File: src/rtl/ysyx_24080014_lsu.sv
// Load/store unit: one core request at a time over valid/ready, turned
// into an AXI4-Lite read or write; load data is aligned and extended.
// Ports: clk, rst (async active-low); core req_*/resp_* handshakes;
// AXI4-Lite AR/R and AW/W/B master channels.
module ysyx_24080014_lsu #(
    parameter int ADDR_W = 32,
    parameter int DATA_W = 32
) (
    input  logic              clk,
    input  logic              rst,

    input  logic              req_valid,
    output logic              req_ready,
    input  logic              req_wen,
    input  logic [ADDR_W-1:0] req_addr,
    input  logic [DATA_W-1:0] req_wdata,
    input  logic [1:0]        req_size,
    input  logic              req_sign,

    output logic              resp_valid,
    input  logic              resp_ready,
    output logic [DATA_W-1:0] resp_rdata,
    output logic              resp_err,

    output logic [ADDR_W-1:0] araddr,
    output logic              arvalid,
    input  logic              arready,
    input  logic [DATA_W-1:0] rdata,
    input  logic [1:0]        rresp,
    input  logic              rvalid,
    output logic              rready,

    output logic [ADDR_W-1:0] awaddr,
    output logic              awvalid,
    input  logic              awready,
    output logic [DATA_W-1:0] wdata,
    output logic [3:0]        wstrb,
    output logic              wvalid,
    input  logic              wready,
    input  logic [1:0]        bresp,
    input  logic              bvalid,
    output logic              bready
);

    typedef enum logic [2:0] {
        IDLE,
        RD_A,
        RD_D,
        WR,
        WR_B,
        RESP
    } state_t;

    state_t state;

    logic [ADDR_W-1:0] addr_q;
    logic [1:0]        size_q;
    logic              sign_q;

    logic              mis;
    logic [31:0]       wd_n;
    logic [3:0]        ws_n;
    logic [7:0]        rb;
    logic [15:0]       rh;
    logic [31:0]       ld;

    assign araddr = addr_q;
    assign awaddr = addr_q;

    // Alignment check on the incoming request.
    always_comb begin
        mis = 1'b0;
        unique case (req_size)
            2'b00:   mis = 1'b0;
            2'b01:   mis = req_addr[0];
            2'b10:   mis = |req_addr[1:0];
            default: mis = 1'b1;
        endcase
    end

    // Store data is replicated to every lane; the strobe picks the lane.
    always_comb begin
        wd_n = req_wdata;
        ws_n = 4'b1111;
        unique case (req_size)
            2'b00: begin
                wd_n = {4{req_wdata[7:0]}};
                ws_n = 4'b0001 << req_addr[1:0];
            end
            2'b01: begin
                wd_n = {2{req_wdata[15:0]}};
                ws_n = 4'b0011 << req_addr[1:0];
            end
            default: begin
                wd_n = req_wdata;
                ws_n = 4'b1111;
            end
        endcase
    end

    // Load lane extraction and extension.
    always_comb begin
        rb = rdata[{addr_q[1:0], 3'b000} +: 8];
        rh = rdata[{addr_q[1], 4'b0000} +: 16];
        ld = rdata;
        unique case (size_q)
            2'b00:   ld = {{24{sign_q & rb[7]}}, rb};
            2'b01:   ld = {{16{sign_q & rh[15]}}, rh};
            default: ld = rdata;
        endcase
    end

    always_ff @(posedge clk or negedge rst) begin
        if (!rst) begin
            state      <= IDLE;
            addr_q     <= '0;
            size_q     <= '0;
            sign_q     <= 1'b0;
            req_ready  <= 1'b0;
            resp_valid <= 1'b0;
            resp_rdata <= '0;
            resp_err   <= 1'b0;
            arvalid    <= 1'b0;
            rready     <= 1'b0;
            awvalid    <= 1'b0;
            wvalid     <= 1'b0;
            wdata      <= '0;
            wstrb      <= '0;
            bready     <= 1'b0;
        end else begin
            unique case (state)
                IDLE: begin
                    // First IDLE cycle after reset raises req_ready.
                    req_ready <= 1'b1;
                    if (req_valid && req_ready) begin
                        req_ready <= 1'b0;
                        addr_q    <= req_addr;
                        size_q    <= req_size;
                        sign_q    <= req_sign;
                        if (mis) begin
                            state      <= RESP;
                            resp_valid <= 1'b1;
                            resp_err   <= 1'b1;
                            resp_rdata <= '0;
                        end else if (req_wen) begin
                            state   <= WR;
                            awvalid <= 1'b1;
                            wvalid  <= 1'b1;
                            wdata   <= wd_n;
                            wstrb   <= ws_n;
                        end else begin
                            state   <= RD_A;
                            arvalid <= 1'b1;
                        end
                    end
                end
                RD_A: begin
                    if (arready) begin
                        arvalid <= 1'b0;
                        rready  <= 1'b1;
                        state   <= RD_D;
                    end
                end
                RD_D: begin
                    if (rvalid) begin
                        rready     <= 1'b0;
                        resp_valid <= 1'b1;
                        resp_err   <= (rresp != 2'b00);
                        resp_rdata <= (rresp != 2'b00) ? '0 : ld;
                        state      <= RESP;
                    end
                end
                WR: begin
                    // A dropped valid means that channel already finished.
                    if (awready) awvalid <= 1'b0;
                    if (wready)  wvalid  <= 1'b0;
                    if ((!awvalid || awready) &&
                        (!wvalid || wready)) begin
                        bready <= 1'b1;
                        state  <= WR_B;
                    end
                end
                WR_B: begin
                    if (bvalid) begin
                        bready     <= 1'b0;
                        resp_valid <= 1'b1;
                        resp_err   <= (bresp != 2'b00);
                        resp_rdata <= '0;
                        state      <= RESP;
                    end
                end
                RESP: begin
                    if (resp_ready) begin
                        resp_valid <= 1'b0;
                        resp_err   <= 1'b0;
                        resp_rdata <= '0;
                        req_ready  <= 1'b1;
                        state      <= IDLE;
                    end
                end
                default: state <= IDLE;
            endcase
        end
    end

endmodule

File: config.mk
export PLATFORM = sky130hd
export DESIGN_NAME = ysyx_24080014_lsu
export DESIGN_NICKNAME = d
export VERILOG_FILES = /design/src/rtl/ysyx_24080014_lsu.sv
export SDC_FILE = /design/constraint.sdc
export NUM_CORES = 1
export LEC_CHECK = 0
export CAP_MARGIN = 5
export CORE_MARGIN = 2
export CORE_UTILIZATION = 42
export DETAILED_ROUTE_END_ITERATION = 12
export PLACE_DENSITY = 0.8
export SLEW_MARGIN = 0
export SYNTH_ARGS = -nofsm -noshare
export SYNTH_HDL_FRONTEND = slang
export SYNTH_SLANG_ARGS = --single-unit
File: constraint.sdc
create_clock -name clk -period 2.2 [get_ports clk]
set_input_delay 0.44 -clock clk [delete_from_list [all_inputs] [get_ports clk]]
set_output_delay 0.44 -clock clk [all_outputs]
set_load 0.02 [all_outputs]
==> summary.txt <==
GRT
  – Global-route wire length before repair: 26,240 um
  – Initial antenna violation count: 0
  – Number of global-route vias before repair: 5,078
  – Grt ovf: 0
  – Total track usage: 0.2324
  – Largest net degree at the start of global routing: 51

Place
  – Placer Congestion: 0.8803
  – Dpl hpwl: 12,660 um
  – Area post-placement: 8300 um^2
  – DP Cell Count: 939
  – Dpl ws: -17.56 ps
  – IO buf count: 252

Pwr
  – Pwr Density: 1409 nW/um^2
  – Max VDD drop: 0.7174 mV
  – Final Power: 12.46 mW
  – Pleak: 3.807 nW

Logic synthesis
  – Sequential element share of the synthesized area: 0.5019
  – Synth Warn #: 0
  – Synth Net Count: 663
  – Seq cells post-synth: 114
  – Post-Synthesis Cell Area: 5684 um^2
  – Number of cells produced by synthesis: 550
  – Netlist cell types: 48
  – Top cell type by total area after synthesis: dfrtp_1
  – Yosys top cell area share: 0.5019
  – Avg Synthesized Cell Area: 10.33 um^2
  – Largest cells by area after synthesis: dfrtp_1 50%, mux2_2 9.3%, nand2_1 5.1%

Setup path
  – Largest delay share family, worst path: buffers and inverters
  – R2r setup slk: 220 ps
  – Critical path, cell by cell: clkdlybuf4s50_1
  – CP Max Fanout: 7
  – CP required: 1760 ps
  – Crit path buf inv count: 1
  – Setup Crit Path Kind: flip-flop to output pin
  – Crit path largest cell delay: 680 ps
  – R2R cell count: 5
  – CP max stage cell: clkdlybuf4s50_1
  – Worst reg2reg endpoint: state[1]
  – CP arrival: 1650 ps
  – Endpoint type of the worst setup path: output pin
  – Worst Setup Start Kind: flip-flop
  – Worst r2r src: state[1]

STA
  – Max Clock Skew: 6.187 ps
  – F_max: 479.5 MHz
  – Setup violators final: 0
  – Max transition margin: 0.4243
  – RSZ-0062 raised after global routing: no
  – Slew Viols, Final: 0
  – Clock period minus final worst setup slack: 2086 ps
  – Final worst slack: 114.5 ps
  – Actual slew at the worst max-slew pin: 860.4 ps
  – Final hold vios: 0
  – Period Utilization, post-route: 0.9480
  – Fin Setup TNS: 0 ps

Layout
  – Post-Layout Inst Area: 8842 um^2
  – Area Growth Syn to Fin: 55.56%
  – Nets: 895
  – Cell Count, Final, Fillers Out: 970
  – Register area: 2854 um^2
  – Area of the multi-input gates: 2359 um^2
  – Share of layout cells above drive strength 1: 0.1549
  – Commonest non-fill, non-tap cell in the layout: clkdlybuf4s50_1
  – FILL cells: 1,061
  – Commonest cells after routing, fill and taps aside: 251 x clkdlybuf4s50_1, 113 x dfrtp_1, 77 x nand2_1
  – N_diodes: 0

Clocking
  – CTS Sinks: 114
  – Clock-pin slew on the worst setup and hold paths: 50 ps
  – Max H-tree Level: 4
  – Clk buf depth: 2
  – Post-CTS Setup Inserts: 0
  – Insertion delay to the later sink of the worst-skew pair: 410 ps
  – Num CTS Buffers: 17
  – CTS tree: yes
  – Root Buffer: clkbuf_16

Die
  – Die ar.: 14,480 um^2
  – DIE HEIGHT: 120.3 um
  – Initial Utilization: 0.4292
  – Num ports: 253
  – FP Rows: 42
  – Core region area: 13,240 um^2
  – Die X: 120.3 um

Routing
  – Total Wirelength: 16,650 um
  – Antenna Nets Post-Route: 0
  – Detailed Route Iter0 Violations: 367
  – Via density: 5.149
  – WL per Instance: 17.17 um
  – First-pass DRT Iterations: 5
  – Via Count: 4,995
  – Residual DRC count: 0

Run status
  – Status: finished, final reports clean

Hold path
  – Hold WC Path Type: input port to async pin

Run
  – Max-cap violations: 0
-- report_power, final --
part / switching [mW] / internal, mW / total (mW)
clock: 0.886 / 1.62 / 2.51
sequential: 0.685 / 2.92 / 3.60
combinational: 3.19 / 3.16 / 6.35
-- routing by layer --
metal  vias up  track usage  share of wire  routed length, um
met5         -            0              0                  0
met4         0      0.08430          0.017                283
met3        22      0.07453          0.089               1489
met2       221       0.4002           0.51               8461
met1      2404       0.2722           0.39               6417
li1       2348            -              -                  -
-- cell families after synthesis --
group | after synthesis | share of synthesized area
AO/OA/AOI/OAI | 143 | 0.1534
buffers and inverters | 81 | 0.08408
flip-flops | 114 | 0.5019
multiplexers | 78 | 0.1506
AND/OR/NAND/NOR | 134 | 0.1101
-- per-stage QoR --
| step | util | hold WS [ps] |
|---|---|---|
| after global placement | 0.6268 | 431.8 |
| after global routing | 0.6677 | 35.34 |
| after floorplan | - | 144.4 |
| final | 0.6677 | 4.843 |
| after detailed placement | 0.6268 | 446.3 |
| after CTS | 0.6676 | 11.41 |
-- worst max-delay path by stage --
stage | to | depth (start not counted) | startpoint | slack [ps]
final | araddr[0] | 1 | araddr[0] | 110
after global routing | awaddr[0] | 1 | araddr[0] | 70
after CTS | araddr[1] | 1 | araddr[1] | 3
after detailed placement | wdata[24] | 7 | req_size[1] | -20
after global placement | state[1] | 6 | awready | 70
after floorplan | resp_rdata[25] | 7 | araddr[1] | 390
-- area by class of cell --
class,count,share of cell area
Sequential cell,114,0.3228
Clock inverter,6,0.006226
Tap cell,176,0.02490
Clock buffer,25,0.05490
Inverter,11,0.004670
Multi-Input combinational cell,355,0.2667
Timing Repair Buffer,283,0.3198
-- state kept, by name (all words and copies together) (netlist names) --
register and count:
sign_q 1, state 3, wdata 32, arvalid 1, resp_err 1, req_ready 1
rready 1, wstrb 4, bready 1, resp_rdata 32, wvalid 1, resp_valid 1
awvalid 1, araddr 32, size_q 2
-- cells in the mapped netlist, drive strengths merged --
library cell,n
o211a,1
nor2,28
a211oi,1
nor4,3
a32oi,2
buf,53
nor3,2
and2,1
mux2,51
o22ai,9
a31o,1
inv,11
a211o,1
or2,1
nand3,1
a41oi,1
o22a,1
a21o,10
nand2b,12
o21a,2
or2b,1
a221oi,7
clkbuf,17
a31oi,1
o31ai,3
nand3b,1
o2111a,1
o21ai,66
mux2i,27
o221ai,1
a21oi,34
dfrtp,114
nand2,77
o32a,1
nor3b,1
nor2b,6
-- timing repair --
item                                    in CTS  in global routing
resized for setup                            0                  1
hold buffers                                 0                  0
endpoints found under the setup margin       0                  2
No activity file was read; power rests on OpenSTA's default activity.
